**src/rtl/fetch_pkg.sv**
```systemverilog
// Shared types and constants for the RV32I instruction fetch stage.
// Optional feature macro: FETCH_ALIGN_CHK_EN (adds HALT state and misalign flag).
package fetch_pkg;

    localparam int              XLEN    = 32;
    localparam logic [XLEN-1:0] PC_STEP = 32'd4;
    localparam logic [XLEN-1:0] NOP     = 32'h0000_0013;

`ifdef FETCH_ALIGN_CHK_EN
    typedef enum logic [1:0] {
        ST_RESET = 2'd0,
        ST_FETCH = 2'd1,
        ST_DRAIN = 2'd2,
        ST_HALT  = 2'd3
    } fetch_state_t;
`else
    typedef enum logic [1:0] {
        ST_RESET = 2'd0,
        ST_FETCH = 2'd1,
        ST_DRAIN = 2'd2
    } fetch_state_t;
`endif

    // One buffered instruction together with the address it was fetched from.
    typedef struct packed {
        logic [XLEN-1:0] pc;
        logic [XLEN-1:0] inst;
    } fetch_entry_t;

endpackage

```
**src/rtl/fetch_queue.sv**
```systemverilog
// In-order instruction queue between the memory response port and the decoder.
// Power-of-two depth; pointers wrap naturally. Flush empties the queue and
// takes priority over a push or pop in the same cycle.
module fetch_queue
    import fetch_pkg::*;
#(
    parameter int QDEPTH = 2,
    parameter int CW     = $clog2(QDEPTH) + 1
) (
    input  logic         clk,
    input  logic         rst_n,
    input  logic         flush,
    input  logic         push,
    input  fetch_entry_t push_data,
    input  logic         pop,
    output fetch_entry_t head,
    output logic [CW-1:0] count
);

    localparam int PW = $clog2(QDEPTH);

    fetch_entry_t    mem [QDEPTH];
    logic [PW-1:0]   rd_ptr;
    logic [PW-1:0]   wr_ptr;
    logic            pop_en;

    // A pop on an empty queue is ignored so the count can never underflow.
    assign pop_en = pop && (count != '0);
    assign head   = mem[rd_ptr];

    // Storage, pointers and occupancy; storage resets to zero so the decoder
    // sees a clean word/PC pair out of reset.
    always_ff @(posedge clk or negedge rst_n) begin
        if (!rst_n) begin
            rd_ptr <= '0;
            wr_ptr <= '0;
            count  <= '0;
            for (int i = 0; i < QDEPTH; i++) begin
                mem[i] <= '0;
            end
        end else if (flush) begin
            rd_ptr <= '0;
            wr_ptr <= '0;
            count  <= '0;
        end else begin
            if (push) begin
                mem[wr_ptr] <= push_data;
                wr_ptr      <= wr_ptr + 1'b1;
            end
            if (pop_en) begin
                rd_ptr <= rd_ptr + 1'b1;
            end
            count <= count + CW'(push) - CW'(pop_en);
        end
    end

endmodule

```
**src/rtl/inst_fetch_unit.sv**
```systemverilog
// Instruction fetch stage: sequential PC generation, credit-limited requests to
// instruction memory, in-order buffering of returned words, and redirect
// handling that flushes the queue and drains stale in-flight responses.
// Optional feature macro: FETCH_ALIGN_CHK_EN (misaligned redirect -> HALT).
module inst_fetch_unit
    import fetch_pkg::*;
#(
    parameter logic [XLEN-1:0] RESET_PC = 32'h0000_0000,
    parameter int              QDEPTH   = 2
) (
    input  logic            clk,
    input  logic            rst_n,
    output logic            imem_req_valid,
    output logic [XLEN-1:0] imem_req_addr,
    input  logic            imem_req_ready,
    input  logic            imem_rsp_valid,
    input  logic [XLEN-1:0] imem_rsp_data,
    input  logic            redirect_valid,
    input  logic [XLEN-1:0] redirect_pc,
    output logic            if_valid,
    output logic [XLEN-1:0] if_inst,
    output logic [XLEN-1:0] if_pc,
    input  logic            if_ready
`ifdef FETCH_ALIGN_CHK_EN
    ,
    output logic            fetch_misalign
`endif
);

    localparam int CW = $clog2(QDEPTH) + 1;

    fetch_state_t    state;
    logic [XLEN-1:0] pc;        // next request address
    logic [XLEN-1:0] rsp_pc;    // PC of the next response that will be kept
    logic [CW-1:0]   inflight;  // accepted requests not yet answered (drop count in DRAIN)
    logic [CW-1:0]   inflight_next;
    logic [CW-1:0]   q_count;
    fetch_entry_t    q_head;
    fetch_entry_t    q_push_data;
    logic            credit_ok;
    logic            req_fire;
    logic            rsp_dec;
    logic            rsp_keep;
    logic            q_pop;
    logic [XLEN-1:0] redirect_tgt;
    fetch_state_t    resume_state;

`ifdef FETCH_ALIGN_CHK_EN
    logic            misalign;
    logic            tgt_misalign;

    // Misaligned targets are loaded as-is and flagged.
    assign redirect_tgt   = redirect_pc;
    assign tgt_misalign   = |redirect_pc[1:0];
    assign fetch_misalign = misalign;

    // After a redirect (or the end of a drain) resume fetching unless the
    // current target is misaligned, in which case park in HALT.
    always_comb begin
        resume_state = ST_FETCH;
        if (redirect_valid ? tgt_misalign : misalign) begin
            resume_state = ST_HALT;
        end
    end
`else
    // Low address bits are discarded, so targets are always word aligned.
    assign redirect_tgt = redirect_pc & ~32'h3;
    assign resume_state = ST_FETCH;
`endif

    // Credit covers both words in flight and words already queued, so a
    // response always finds a free queue slot.
    assign credit_ok      = ({1'b0, inflight} + {1'b0, q_count}) < (CW + 1)'(QDEPTH);
    assign imem_req_valid = (state == ST_FETCH) && credit_ok && !redirect_valid;
    assign imem_req_addr  = pc;
    assign req_fire       = imem_req_valid && imem_req_ready;

    // Responses always retire one in-flight request; only those arriving in
    // FETCH without a concurrent redirect are kept.
    assign rsp_dec       = imem_rsp_valid && (inflight != '0);
    assign rsp_keep      = rsp_dec && (state == ST_FETCH) && !redirect_valid;
    assign inflight_next = inflight + CW'(req_fire) - CW'(rsp_dec);

    assign q_pop       = if_valid && if_ready;
    assign q_push_data = '{pc: rsp_pc, inst: imem_rsp_data};

    fetch_queue #(
        .QDEPTH (QDEPTH),
        .CW     (CW)
    ) u_queue (
        .clk       (clk),
        .rst_n     (rst_n),
        .flush     (redirect_valid),
        .push      (rsp_keep),
        .push_data (q_push_data),
        .pop       (q_pop),
        .head      (q_head),
        .count     (q_count)
    );

    assign if_valid = (q_count != '0);
    assign if_inst  = q_head.inst;
    assign if_pc    = q_head.pc;

    // Fetch control: state, request PC, response PC tracking and in-flight count.
    always_ff @(posedge clk or negedge rst_n) begin
        if (!rst_n) begin
            state    <= ST_RESET;
            pc       <= RESET_PC;
            rsp_pc   <= RESET_PC;
            inflight <= '0;
`ifdef FETCH_ALIGN_CHK_EN
            misalign <= 1'b0;
`endif
        end else begin
            inflight <= inflight_next;
            if (redirect_valid) begin
                // Anything still in flight after this cycle is stale and must be drained.
                pc     <= redirect_tgt;
                rsp_pc <= redirect_tgt;
                state  <= (inflight_next != '0) ? ST_DRAIN : resume_state;
`ifdef FETCH_ALIGN_CHK_EN
                misalign <= tgt_misalign;
`endif
            end else begin
                case (state)
                    ST_RESET: state <= ST_FETCH;
                    ST_FETCH: begin
                        if (req_fire) begin
                            pc <= pc + PC_STEP;
                        end
                        if (rsp_keep) begin
                            rsp_pc <= rsp_pc + PC_STEP;
                        end
                    end
                    ST_DRAIN: begin
                        if (inflight_next == '0) begin
                            state <= resume_state;
                        end
                    end
                    default: state <= state;
                endcase
            end
        end
    end

endmodule

```
**config.mk**
```make
export PLATFORM = sky130hd
export DESIGN_NAME = inst_fetch_unit
export DESIGN_NICKNAME = d
export VERILOG_FILES = /design/src/rtl/fetch_pkg.sv /design/src/rtl/fetch_queue.sv /design/src/rtl/inst_fetch_unit.sv
export SDC_FILE = /design/constraint.sdc
export NUM_CORES = 1
export LEC_CHECK = 0
export CORE_ASPECT_RATIO = 1.75
export CORE_MARGIN = 8
export CORE_UTILIZATION = 37
export DETAILED_ROUTE_END_ITERATION = 10
export DONT_BUFFER_PORTS = 1
export MAX_ROUTING_LAYER = met4
export SYNTH_ARGS = -nofsm -noshare
export SYNTH_HDL_FRONTEND = slang
export SYNTH_SLANG_ARGS = --single-unit
```
**constraint.sdc**
```tcl
create_clock -name clk -period 8.3 [get_ports clk]
set_clock_uncertainty 0.15 [all_clocks]
set_input_delay 1.245 -clock clk [delete_from_list [all_inputs] [get_ports clk]]
set_output_delay 1.245 -clock clk [all_outputs]
set_load 0.005 [all_outputs]
```
# Word-level counts from Yosys, hierarchy flattened
# Index checks and enable logic that the tools add are counted.
# W data, S select, Z words.
dict set report classes {
  bitwise_logic 3
  n_reduce_logical 24
  addsub 9
  n_eq_ne 3
  n_lt_le_gt_ge 4
  mux 21
}
# cell n
set op_table {}
lappend op_table {{$mux W64} 4}
lappend op_table {{$mux W32} 6}
lappend op_table {{$bwmux W128} 1}
lappend op_table {{$add A32 B3 Y32 const B} 2}
lappend op_table {{$demux W64 S1} 1}
lappend op_table {{$reduce_bool A2 Y1} 7}
lappend op_table {{$logic_and A1 B1 Y1} 9}
lappend op_table {{$mux W2} 4}
lappend op_table {{$reduce_and A2 Y1} 4}
lappend op_table {{$add A2 B1 Y2} 2}
lappend op_table {{$ge A2 B2 Y1 const B} 2}
lappend op_table {{$logic_not A2 Y1} 2}
lappend op_table {{$mux W1} 4}
lappend op_table {{$not A1 Y2} 2}
lappend op_table {{$pmux W2 S2} 1}
lappend op_table {{$sub A2 B1 Y2} 2}
lappend op_table {{$add A2 B2 Y3} 1}
lappend op_table {{$lt A3 B2 Y1 const B} 1}
lappend op_table {{$ne A3 B3 Y1 const B} 1}
lappend op_table {{$reduce_bool A3 Y1} 1}
lappend op_table {{$add A1 B1 Y1 const B} 2}
lappend op_table {{$eq A2 B1 Y1 const B} 1}
lappend op_table {{$eq A2 B2 Y1 const B} 1}
lappend op_table {{$lt A2 B1 Y1 const B} 1}
lappend op_table {{2 further kinds} 2}
dict set report word_totals {
  reg_bits 200
  wordCells 75
}

# Depth between registers and ports, before layout
# Gate-level depths: netlist of the first run.
dict set report depth {
  ltp_word 11
  ltp_mapped 11
  mapped_depth_nobuf 10
}

# Hierarchy
# Synthesis of the first run repeated with hierarchy kept, for this count alone.
dict set report unflattened {
  cells_unflattened 731
  hier_area_um2 9786.9
}
# mod cells_each area_each_um2 n_inst seq_area_each_um2
set modules_own_cells {}
lappend modules_own_cells {fetch_queue 360 6067.1 1 3303.2}
lappend modules_own_cells {inst_fetch_unit 371 3719.8 1 1601.5}

# Worst setup path before layout of the first run
# OpenSTA, ideal clock, no wires.
dict set report synth_timing {
  path_kind {input-to-reg}
  start {input redirect_valid}
  end {register state[1]}
  arrival_time_ns 3.356
  t_required_ns 8.024
  stages 11
  slack_ns 4.668
  path_cell_list {clkbuf_1 > clkinv_1 > clkbuf_1 > clkbuf_1 > nand3_1 > ha_1 > inv_1 > ha_1 > xnor2_1 > xnor2_1 > o32a_1}
}
dict set report synth_via {
  elab_chain_cells 8
  elab_cells_between_ends 12
  cone_classes {2 x add/sub; 1 x eq/ne; 2 x mux; 7 x reduce/logical}
}
# element line
set synth_lines {}
lappend synth_lines {{start: declaration} inst_fetch_unit.sv:18} ;# input logic redirect_valid,
lappend synth_lines {{$logic_not A1 Y1 (*)} inst_fetch_unit.sv:74} ;# assign imem_req_valid = (state == ST_FETCH) && credit_ok && !redirect_valid;
lappend synth_lines {{$logic_and A1 B1 Y1 (*)} inst_fetch_unit.sv:74}
lappend synth_lines {{$logic_and A1 B1 Y1 (*)} inst_fetch_unit.sv:76} ;# assign req_fire = imem_req_valid && imem_req_ready;
lappend synth_lines {{$add A2 B1 Y2 (*)} inst_fetch_unit.sv:82} ;# assign inflight_next = inflight + CW'(req_fire) - CW'(rsp_dec);
lappend synth_lines {{$sub A2 B1 Y2 (*)} inst_fetch_unit.sv:82}
lappend synth_lines {{named net inflight_next[1]} inst_fetch_unit.sv:36} ;# logic [CW-1:0] inflight_next;
lappend synth_lines {{$logic_not A2 Y1 / $reduce_bool A2 Y1 (equally long branches)} {inst_fetch_unit.sv:137, inst_fetch_unit.sv:121}}
lappend synth_lines {{$ne A3 B3 Y1 (no source line) / $mux W2 (equally long branches)} --}
lappend synth_lines {{$reduce_and A2 Y1 (no source line) / $mux W2 (equally long branches)} --}
lappend synth_lines {{end signal: assignment} inst_fetch_unit.sv:121} ;# state <= (inflight_next != '0) ? ST_DRAIN : resume_state;
lappend synth_lines {{end signal: assignment} inst_fetch_unit.sv:138} ;# state <= resume_state;
lappend synth_lines {{end signal: assignment} inst_fetch_unit.sv:141} ;# default: state <= state;
lappend synth_lines {{end: declaration} inst_fetch_unit.sv:32} ;# fetch_state_t state;
# The timed path passes the listed nets; every way through them passes the cells marked *.
# A chain may end at the register's enable or synchronous reset.

# Worst setup path in the final report of the first run
dict set report layout_timing {
  start {register inflight[0]}
  end {output imem_req_valid}
}
dict set report layout_via {
  elab_chain_cells 4
}
# element line
set layout_lines {}
lappend layout_lines {{start: declaration} inst_fetch_unit.sv:35} ;# logic [CW-1:0] inflight;
lappend layout_lines {{start signal: assignment} inst_fetch_unit.sv:116} ;# inflight <= inflight_next;
lappend layout_lines {{$add A2 B2 Y3} inst_fetch_unit.sv:73} ;# assign credit_ok = ({1'b0, inflight} + {1'b0, q_count}) < (CW + 1)'(QDEPTH);
lappend layout_lines {{$lt A3 B2 Y1} inst_fetch_unit.sv:73}
lappend layout_lines {{$logic_and A1 B1 Y1 (2 in series)} inst_fetch_unit.sv:74}
lappend layout_lines {{end: declaration} inst_fetch_unit.sv:13} ;# output logic imem_req_valid,
# Every way passes these cells.

==> results of run 1 <==
==> cell usage after synthesis, types with 8 or more instances <==
| cell | number | area share |
|---|---|---|
| nor4_1 | 19 | 0.013 |
| a21oi_1 | 9 | 0.0047 |
| xnor2_1 | 18 | 0.017 |
| clkbuf_1 | 30 | 0.012 |
| or4_1 | 11 | 0.0087 |
| and3_1 | 12 | 0.0079 |
| nor2_1 | 38 | 0.015 |
| and4_1 | 10 | 0.0092 |
| nand2_1 | 19 | 0.0075 |
| o21ai_0 | 8 | 0.0042 |
| nand4_1 | 20 | 0.013 |
| inv_1 | 18 | 0.0071 |
| nor3_1 | 16 | 0.0084 |
| a211oi_1 | 13 | 0.010 |
| nand3_1 | 28 | 0.015 |
| dfrtp_1 | 192 | 0.51 |
| buf_1 | 11 | 0.0043 |
| mux2_2 | 198 | 0.23 |
| a31oi_1 | 17 | 0.011 |
| o31ai_1 | 10 | 0.0079 |
==> registers in the layout, indices dropped and copies added (netlist names) <==
| name | cells |
|---|---|
| inflight | 2 |
| u_queue.count | 2 |
| u_queue.wr_ptr | 1 |
| imem_req_addr | 30 |
| u_queue.rd_ptr | 1 |
| rsp_pc | 30 |
| state | 2 |
| u_queue.mem | 124 |
==> cells by family after synthesis <==
group           after synthesis
mux                         200
xor+xnor                     24
other cells                   1
compound gates               88
buf+inv                      70
simple gates                211
flops                       192
fa+ha+maj                     7
==> routing by layer <==
| metal | up-vias | part of all wire |
|---|---|---|
| li1 | 2900 | - |
| met1 | 3120 | 0.40 |
| met4 | 0 | 0.021 |
| met3 | 30 | 0.052 |
| met2 | 139 | 0.53 |
| met5 | - | 0 |
==> worst paths after layout <==
check	start	to	slack (ps)	depth (start not counted)
setup / recovery	inflight[0]	imem_req_valid	4640	4
hold / removal	rst_n	imem_req_addr[28]	340	0
setup reg to reg	inflight[0]	state[1]	4720	10
hold reg to reg	u_queue.mem[82]	u_queue.mem[82]	350	1
max in group asynchronous	rst_n	u_queue.rd_ptr	7260	0
min in group clk	u_queue.mem[82]	u_queue.mem[82]	350	1
==> power by group <==
part / switching, mW / total [mW] / leakage, nW / internal (mW)
clock network: 0.357 / 0.828 / 0.295 / 0.471
logic: 0.367 / 0.824 / 1.66 / 0.457
registers: 0.196 / 1.41 / 2.40 / 1.22
total: 0.920 / 3.06 / 4.35 / 2.14
==> area by class of cell <==
type | count | area, um2 | share of cell area
antenna | 1 | 2.50 | 0.000242
clock buffer | 25 | 526 | 0.0508
clock inverter | 7 | 73.8 | 0.00714
inverter | 19 | 71.3 | 0.00690
multi-input combinational | 534 | 4420 | 0.428
sequential | 192 | 4810 | 0.465
tap | 316 | 395 | 0.0382
timing repair buffer | 6 | 45.0 | 0.00436
==> metrics by stage <==
step / total power [mW] / hold slack [ps] / util / std cells / setup slack [ps]
CTS: 3.13 / 307 / 0.410 / 1099 / 4600
finish: 3.06 / 343 / 0.410 / 1100 / 4640
global placement: 2.25 / 333 / 0.386 / 1067 / 4670
floorplan: 2.04 / 325 / - / 796 / 4670
global route: 3.25 / 314 / 0.410 / 1100 / 4430
detailed placement: 2.28 / 340 / 0.386 / 1067 / 4660
==> results.ini, run 1 <==
[outcome]
outcome=finished, final reports clean

[setup_path]
path_delay_family=simple AND/OR/NAND/NOR gates
crit_buf_inv=0
path_class=reg -> out
required_ps=6900
cp_slowest_cell=or4b_4
arrival_ps=2260
slowest_delay_ps=580
startpoint_type=register
crit_path_end_kind=primary output
cp_cell_sequence=and2_1 > fa_1 > or4b_4 > nor2_1
worstPathMaxFanout=5

[power_and_ir_drop]
p_leak_nw=4.35
powerDensity_mw_per_mm2=296
peakVddDrop_v=0.000148

[min_path]
hold_class=in -> async

[clocking]
ctsResizeCount=0
clk_latency_ps=440
htreeDepth=4
cts_hold_buf=0
cts.sinks=192
cts_setup_buffers=0
cts_buffers=17
cts_buffer_depth=2
clkTransAtPathRegs_ps=70
cts_root_buffer=clkbuf_16
cts_tree=done

[grt]
grt_overflow=0
grtUsageMet3=0.0414
grt_use_met1=0.175
top_usage_layer=met2
grtUsageTotal=0.158
gr-usage-met2=0.265
antenna_found_initial=1
grt_pass1_vias=6346
grt_max_degree=193
grt_pass1_wl_mm=37.1

[layout]
layout_common_cells=mux2_2, dfrtp_1, nor2_1
fin_nets=847
nFillCells=2439
area_growth_pct=8.82
drive_above_1_share=0.315
layout.cells.most_common=mux2_2
final_cell_area_mm2=0.0103

[synthesis]
netlist_area_mm2=0.00950
synthMuxAreaShare=0.237
synthSimpleGateAreaFrac=0.128
synth_enable_flop_cells=0
synth-compound-area-share=0.0662
synth_top_family_by_area=multiplexers
yosys_warnings=0
synth_seq_cells=192
async_reset_ff_frac=1.00
synth_cells=793
ys_types=61
synth-seq-area-share=0.506
yosys_most_used_dff=dfrtp_1
syn_avg_cell_area_um2=12.0
synth-adder-area-share=0.0100
synthXorXnorAreaFrac=0.0221

[floorplan]
placementRows=77
start_util=0.376
fp.dieH_um=228
die_w_um=137
boundaryPins=168
die-area_mm2=0.0313
core_mm2=0.0252

[timing]
max_freq_mhz=274
post-route-period-util=0.440
grt_setup_unrepaired=no
hold_viol_final=0
tns_ps=0
setup_viol=0
worst-slew-pin-transition_ps=1050
slew_headroom=0.290
layout_min_cycle_time_ps=3660
slew_violations=0

[drt]
drc=0
antenna_left=0
avgViaCountPerCell=5.63
dr.pass1.iters=4
drtIter0Drc=300
post_drt_wl_per_cell_um=21.2
drt-total-wl_mm=23.3
num_vias=6189

[placement]
place_hpwl_mm=16.1
io_buffers=0
post_dp_cell_area_mm2=0.00974
gp_congestion=0.805

[flow_run]
drv_cap=0

No activity file was read; power rests on OpenSTA's default activity.
==> inputs of run 2 (changes only) <==
Clock period 8.3 ns to 3.5 ns, I/O delays scaled along.
==> run 2 against run 1 <==
The run now ends with negative hold slack left; critical path depth is 2 higher; die area stayed put; cell count rose by 0.36%; setup slack worse by 4400 ps; via count grew 0.21%; largest cell class unchanged.
==> results.ini, run 2 (same netlist as run 1, synthesis figures left out) <==
[power_and_ir_drop]
switching_power_mw=2.19
peakVddDrop_v=0.000389
switching_share=0.298
pwr-share-seq=0.460
p_comb_frac=0.267
powerDensity_mw_per_mm2=703
power.total_mw=7.33
p_leak_nw=4.39
clkPwrFrac=0.273
p_int_mw=5.15

[layout]
area_growth_pct=9.69
largest_reg_flops=124
drive_above_1_share=0.319
layout_common_cells=mux2_2, dfrtp_1, nor2_1
layout.cells.most_common=mux2_2
regMostFlops=u_queue.mem
stdcell_count=1104
fin_nets=854
final_cell_area_mm2=0.0104
antenna_cells=0
nFillCells=2429

[drt]
dr.pass1.iters=5
post_drt_wl_per_cell_um=21.3
avgViaCountPerCell=5.62
antenna_left=0
drt-total-wl_mm=23.5
drtIter0Drc=388
drc=0
num_vias=6202

[setup_path]
worstPathMaxFanout=21
r2r_setup_slack_ps=270
reg2reg_to=imem_req_addr[26]
crit_path_end_kind=register
arrival_ps=3450
reg2regPathDepth=6
path_class=reg -> reg
required_ps=3720
startpoint_type=register
rr_startpoint=inflight[0]

[floorplan]
fp.dieH_um=228
core_mm2=0.0252
placementRows=77
start_util=0.376
die_w_um=137
boundaryPins=168
die-area_mm2=0.0313

[outcome]
violations=negative hold slack
outcome=finished, violations left

[clocking]
cts_buffer_depth=2
ctsResizeCount=0
cts_setup_buffers=0
cts_root_buffer=clkbuf_16
cts_hold_buf=1
htreeDepth=4
cts.sinks=192
clk_latency_ps=440
cts_buffers=17
cts_tree=done
clkTransAtPathRegs_ps=70

[placement]
place_hpwl_mm=16.6
post_dp_cell_area_mm2=0.00982
dp.cells=1073
io_buffers=0
gp_congestion=0.812

[grt]
antenna_found_initial=0
grtUsageTotal=0.160
grt_max_degree=193
grt_overflow=0
grt_pass1_vias=6526
grt_pass1_wl_mm=37.7

[timing]
grt_setup_unrepaired=no
slew_headroom=0.504
fin_hold_ws_ps=-379
post-route-period-util=0.922
worst-slew-pin-transition_ps=744
layout_min_cycle_time_ps=3230
hold_viol_final=192
slew_violations=0
max_freq_mhz=310
setup_viol=0
tns_ps=0

[min_path]
hold_class=in -> async

[flow_run]
drv_cap=0

run 2: cell types whose count changed in the layout (fill, tap and decap cells not counted), moves of 2 or more:
cell,change
clkinv_2,+2
buf_12,+3
clkinv_4,-2
bufinv_16,+2
buf_4,+3
clkbuf_8,-5
run 2: metrics by stage:
step | setup slack, ps | util
final | 274 | 0.413
after global placement | 295 | 0.389
after detailed placement | 270 | 0.389
after global routing | 123 | 0.413
after floorplan | 346 | -
after CTS | 270 | 0.413
run 2: how the worst max path moves through the flow:
| stage | slack, ps | endpoint | startpoint | depth (start not counted) |
|---|---|---|---|---|
| 3_3_place_gp | 300 | imem_req_addr[24] | inflight[0] | 6 |
| 5_1_grt | 120 | imem_req_addr[26] | inflight[0] | 6 |
| 6_report | 270 | imem_req_addr[26] | inflight[0] | 6 |
| 3_5_place_dp | 270 | imem_req_addr[26] | inflight[0] | 6 |
| 4_1_cts | 270 | imem_req_addr[24] | inflight[0] | 6 |
| 2_1_floorplan | 350 | state[1] | inflight[0] | 10 |
run 2: routing by layer:
| metal | track usage | part of all wire |
|---|---|---|
| met5 | - | 0 |
| met4 | 0.0614 | 0.021 |
| met3 | 0.0359 | 0.050 |
| met2 | 0.267 | 0.53 |
| met1 | 0.182 | 0.39 |
run 2: cell type report:
| type | instances | area (um2) | area share |
|---|---|---|---|
| Clock buffer | 20 | 457 | 0.0438 |
| Clock inverter | 10 | 135 | 0.0130 |
| Inverter | 19 | 71.3 | 0.00684 |
| Multi-Input combinational cell | 534 | 4420 | 0.424 |
| Sequential cell | 192 | 4810 | 0.461 |
| Tap cell | 316 | 395 | 0.0379 |
| Timing Repair Buffer | 13 | 138 | 0.0132 |
run 2: worst max-delay path: stages (launching register included):
cell     delay, ps
dfrtp_1        420
and2_1         180
fa_1           470
or4b_4         570
or4_4          680
or4b_1         510
a31oi_1        170
run 2: power by group through the flow:
stage               Clock [mW]  Sequential, mW  Combinational, mW
floorplan                    0            3.22               1.63
global placement             0            3.39               1.98
detailed placement           0            3.42               2.00
CTS                       2.07            3.38               2.02
global route              2.14            3.49               2.15
finish                    2.00            3.37               1.96
==> inputs of run 3 (changes only) <==
Settings changed: ABC_AREA set to 1, CAP_MARGIN set to 20.
==> run 3 against run 2 <==
The run still ends with negative hold slack left; sequential share of layout area shrank 1.8 points; clock power grew 9%; cell count grew 49%; final area grew 4.1%; routed wire length grew 20%; combinational power is essentially flat; total power grew 2.7%; fmax grew 10%; synthesized cell count grew 68%.
==> results.ini, run 3 <==
[outcome]
outcome=finished, violations left
violations=negative hold slack

[drt]
drc=0
avgViaCountPerCell=5.05
drt-total-wl_mm=28.3
dr.pass1.iters=5
drtIter0Drc=572
antenna_left=0
num_vias=8325
post_drt_wl_per_cell_um=17.2

[timing]
grt_setup_unrepaired=no
post-route-period-util=0.835
hold_viol_final=192
fin_ws_ps=576
max_freq_mhz=342
fin_hold_ws_ps=-370
slew_headroom=0.325
slew_violations=0
layout_min_cycle_time_ps=2920
worst-slew-pin-transition_ps=1010
tns_ps=0
setup_viol=0

[synthesis]
netlist_area_mm2=0.0101
async_reset_ff_frac=1.00
synth.top_cells.by_count=nand2_1, dfrtp_1, o21ai_0
yosys_most_used_dff=dfrtp_1
synth.area.top_cells=dfrtp_1, nand2_1, o21ai_0
synth_top_area_cell=dfrtp_1
synth_cells=1332
synth.most_common_cell=nand2_1
ys_types=48
synth_enable_flop_cells=0
synth_seq_cells=192
syn_avg_cell_area_um2=7.56
synth-seq-area-share=0.477
yosys_warnings=0
synth_top_area_share=0.477

[clocking]
cts_root_buffer=clkbuf_16
clk_latency_ps=450
ctsResizeCount=0
cts_hold_buf=1
cts.sinks=192
cts_tree=done
clkTransAtPathRegs_ps=70
htreeDepth=4
cts_setup_buffers=0
cts_buffers=17
cts_buffer_depth=2

[flow_run]
drv_cap=0

[layout]
stdcell_count=1647
area_growth_pct=7.74
antenna_cells=0
layout.cells.most_common=nand2_1
fin_nets=1383
layout_common_cells=nand2_1, dfrtp_1, o21ai_0
nFillCells=2818
regMostFlops=u_queue.mem
fin_util=0.402
largest_reg_flops=124
drive_above_1_share=0.0629

[setup_path]
slowest_delay_ps=430
cp_cell_sequence=nand2_1 > inv_1 > fa_1 > nor2_1 > nand2_4 > nor2_8 > nand2_4 > ha_1 > inv_1 > ha_1 > xor2_1 > xor2_1 > nand2_1 > o22ai_1 > inv_1
startpoint_type=register
arrival_ps=3110
crit_buf_inv=3
path_class=reg -> reg
crit_path_end_kind=register
worstPathMaxFanout=6
cp_slowest_cell=fa_1
path_common_cell=inv_1
required_ps=3690
path_delay_family=adder cells

[power_and_ir_drop]
power.total_mw=7.53
peakVddDrop_v=0.000356
p_leak_nw=5.36
powerDensity_mw_per_mm2=694

[grt]
grt_pass1_wl_mm=44.8
grt_pass1_vias=8157
grt_overflow=0
antenna_found_initial=0
grt_max_degree=193
grtUsageTotal=0.181

[floorplan]
die_w_um=141
fp.dieH_um=234
die-area_mm2=0.0330
core_mm2=0.0270
placementRows=80
start_util=0.373
boundaryPins=168

[placement]
gp_congestion=0.989
dp.cells=1613
dp_slack_ps=576
place_hpwl_mm=20.1
io_buffers=0

[min_path]
hold_class=in -> async

[run 3: cell count changes after synthesis, moves of 33 or more]
cell     previous run  this run
nand3_1            28        67
nor2_1             38        71
nand2_1            19       536
o21ai_0             8       135
inv_1              18       125
mux2_2            198         0
[run 3: area by class of cell]
class | instances | area [um2] | area share
tap | 328 | 410 | 0.0378
clock inverter | 13 | 209 | 0.0192
multi-input combinational | 956 | 4400 | 0.405
sequential | 192 | 4810 | 0.443
inverter | 131 | 505 | 0.0466
timing repair buffer | 8 | 75.1 | 0.00692
clock buffer | 19 | 453 | 0.0417
[run 3: kinds of logic after synthesis]
| logic type | share of synthesized area |
|---|---|
| xor+xnor | 0.0156 |
| buf+inv | 0.0879 |
| flops | 0.477 |
| other cells | 0.000372 |
| fa+ha+maj | 0.00944 |
| compound gates | 0.109 |
| simple gates | 0.301 |
[run 3: worst reg2reg max path, stage by stage, from the launching register on]
cell     delay [ps]
dfrtp_1         410
nand2_1          80
inv_1            50
fa_1            430
nor2_1          190
nand2_4         100
nor2_8          150
nand2_4         120
ha_1            290
inv_1            40
ha_1            180
xor2_1          170
xor2_1          210
nand2_1         100
o22ai_1         120
inv_1            50
[run 3: through the flow]
step	cell area, um2	hold WS (ps)
detailed placement	10200	88.6
floorplan	10100	79.4
CTS	10800	-411
finish	10900	-370
global placement	10200	88.5
global route	10900	-407
[run 3: routing by layer]
metal,global-route usage,up-vias,part of all wire
li1,-,4132,-
met1,0.193,3903,0.40
met2,0.315,240,0.52
met3,0.0418,50,0.047
met4,0.0837,0,0.036
met5,-,-,0
[run 3: report_power, final]
group / switching, mW / internal (mW)
combinational: 1.34 / 0.651
sequential: 0.462 / 2.90
clock: 0.874 / 1.31
total: 2.68 / 4.86
[run 3: path summary, 6_finish.rpt]
| check | start | end | slack, ps | cells past startpoint |
|---|---|---|---|---|
| hold reg to reg | u_queue.mem[82] | u_queue.mem[82] | 330 | 2 |
| hold / removal | rst_n | state[1] | -370 | 0 |
| setup reg to reg | inflight[0] | state[1] | 580 | 15 |
| max in group asynchronous | rst_n | u_queue.mem[90] | 3220 | 0 |
| setup / recovery | inflight[0] | state[1] | 580 | 15 |
| min in group clk | redirect_pc[25] | rsp_pc[25] | 70 | 2 |
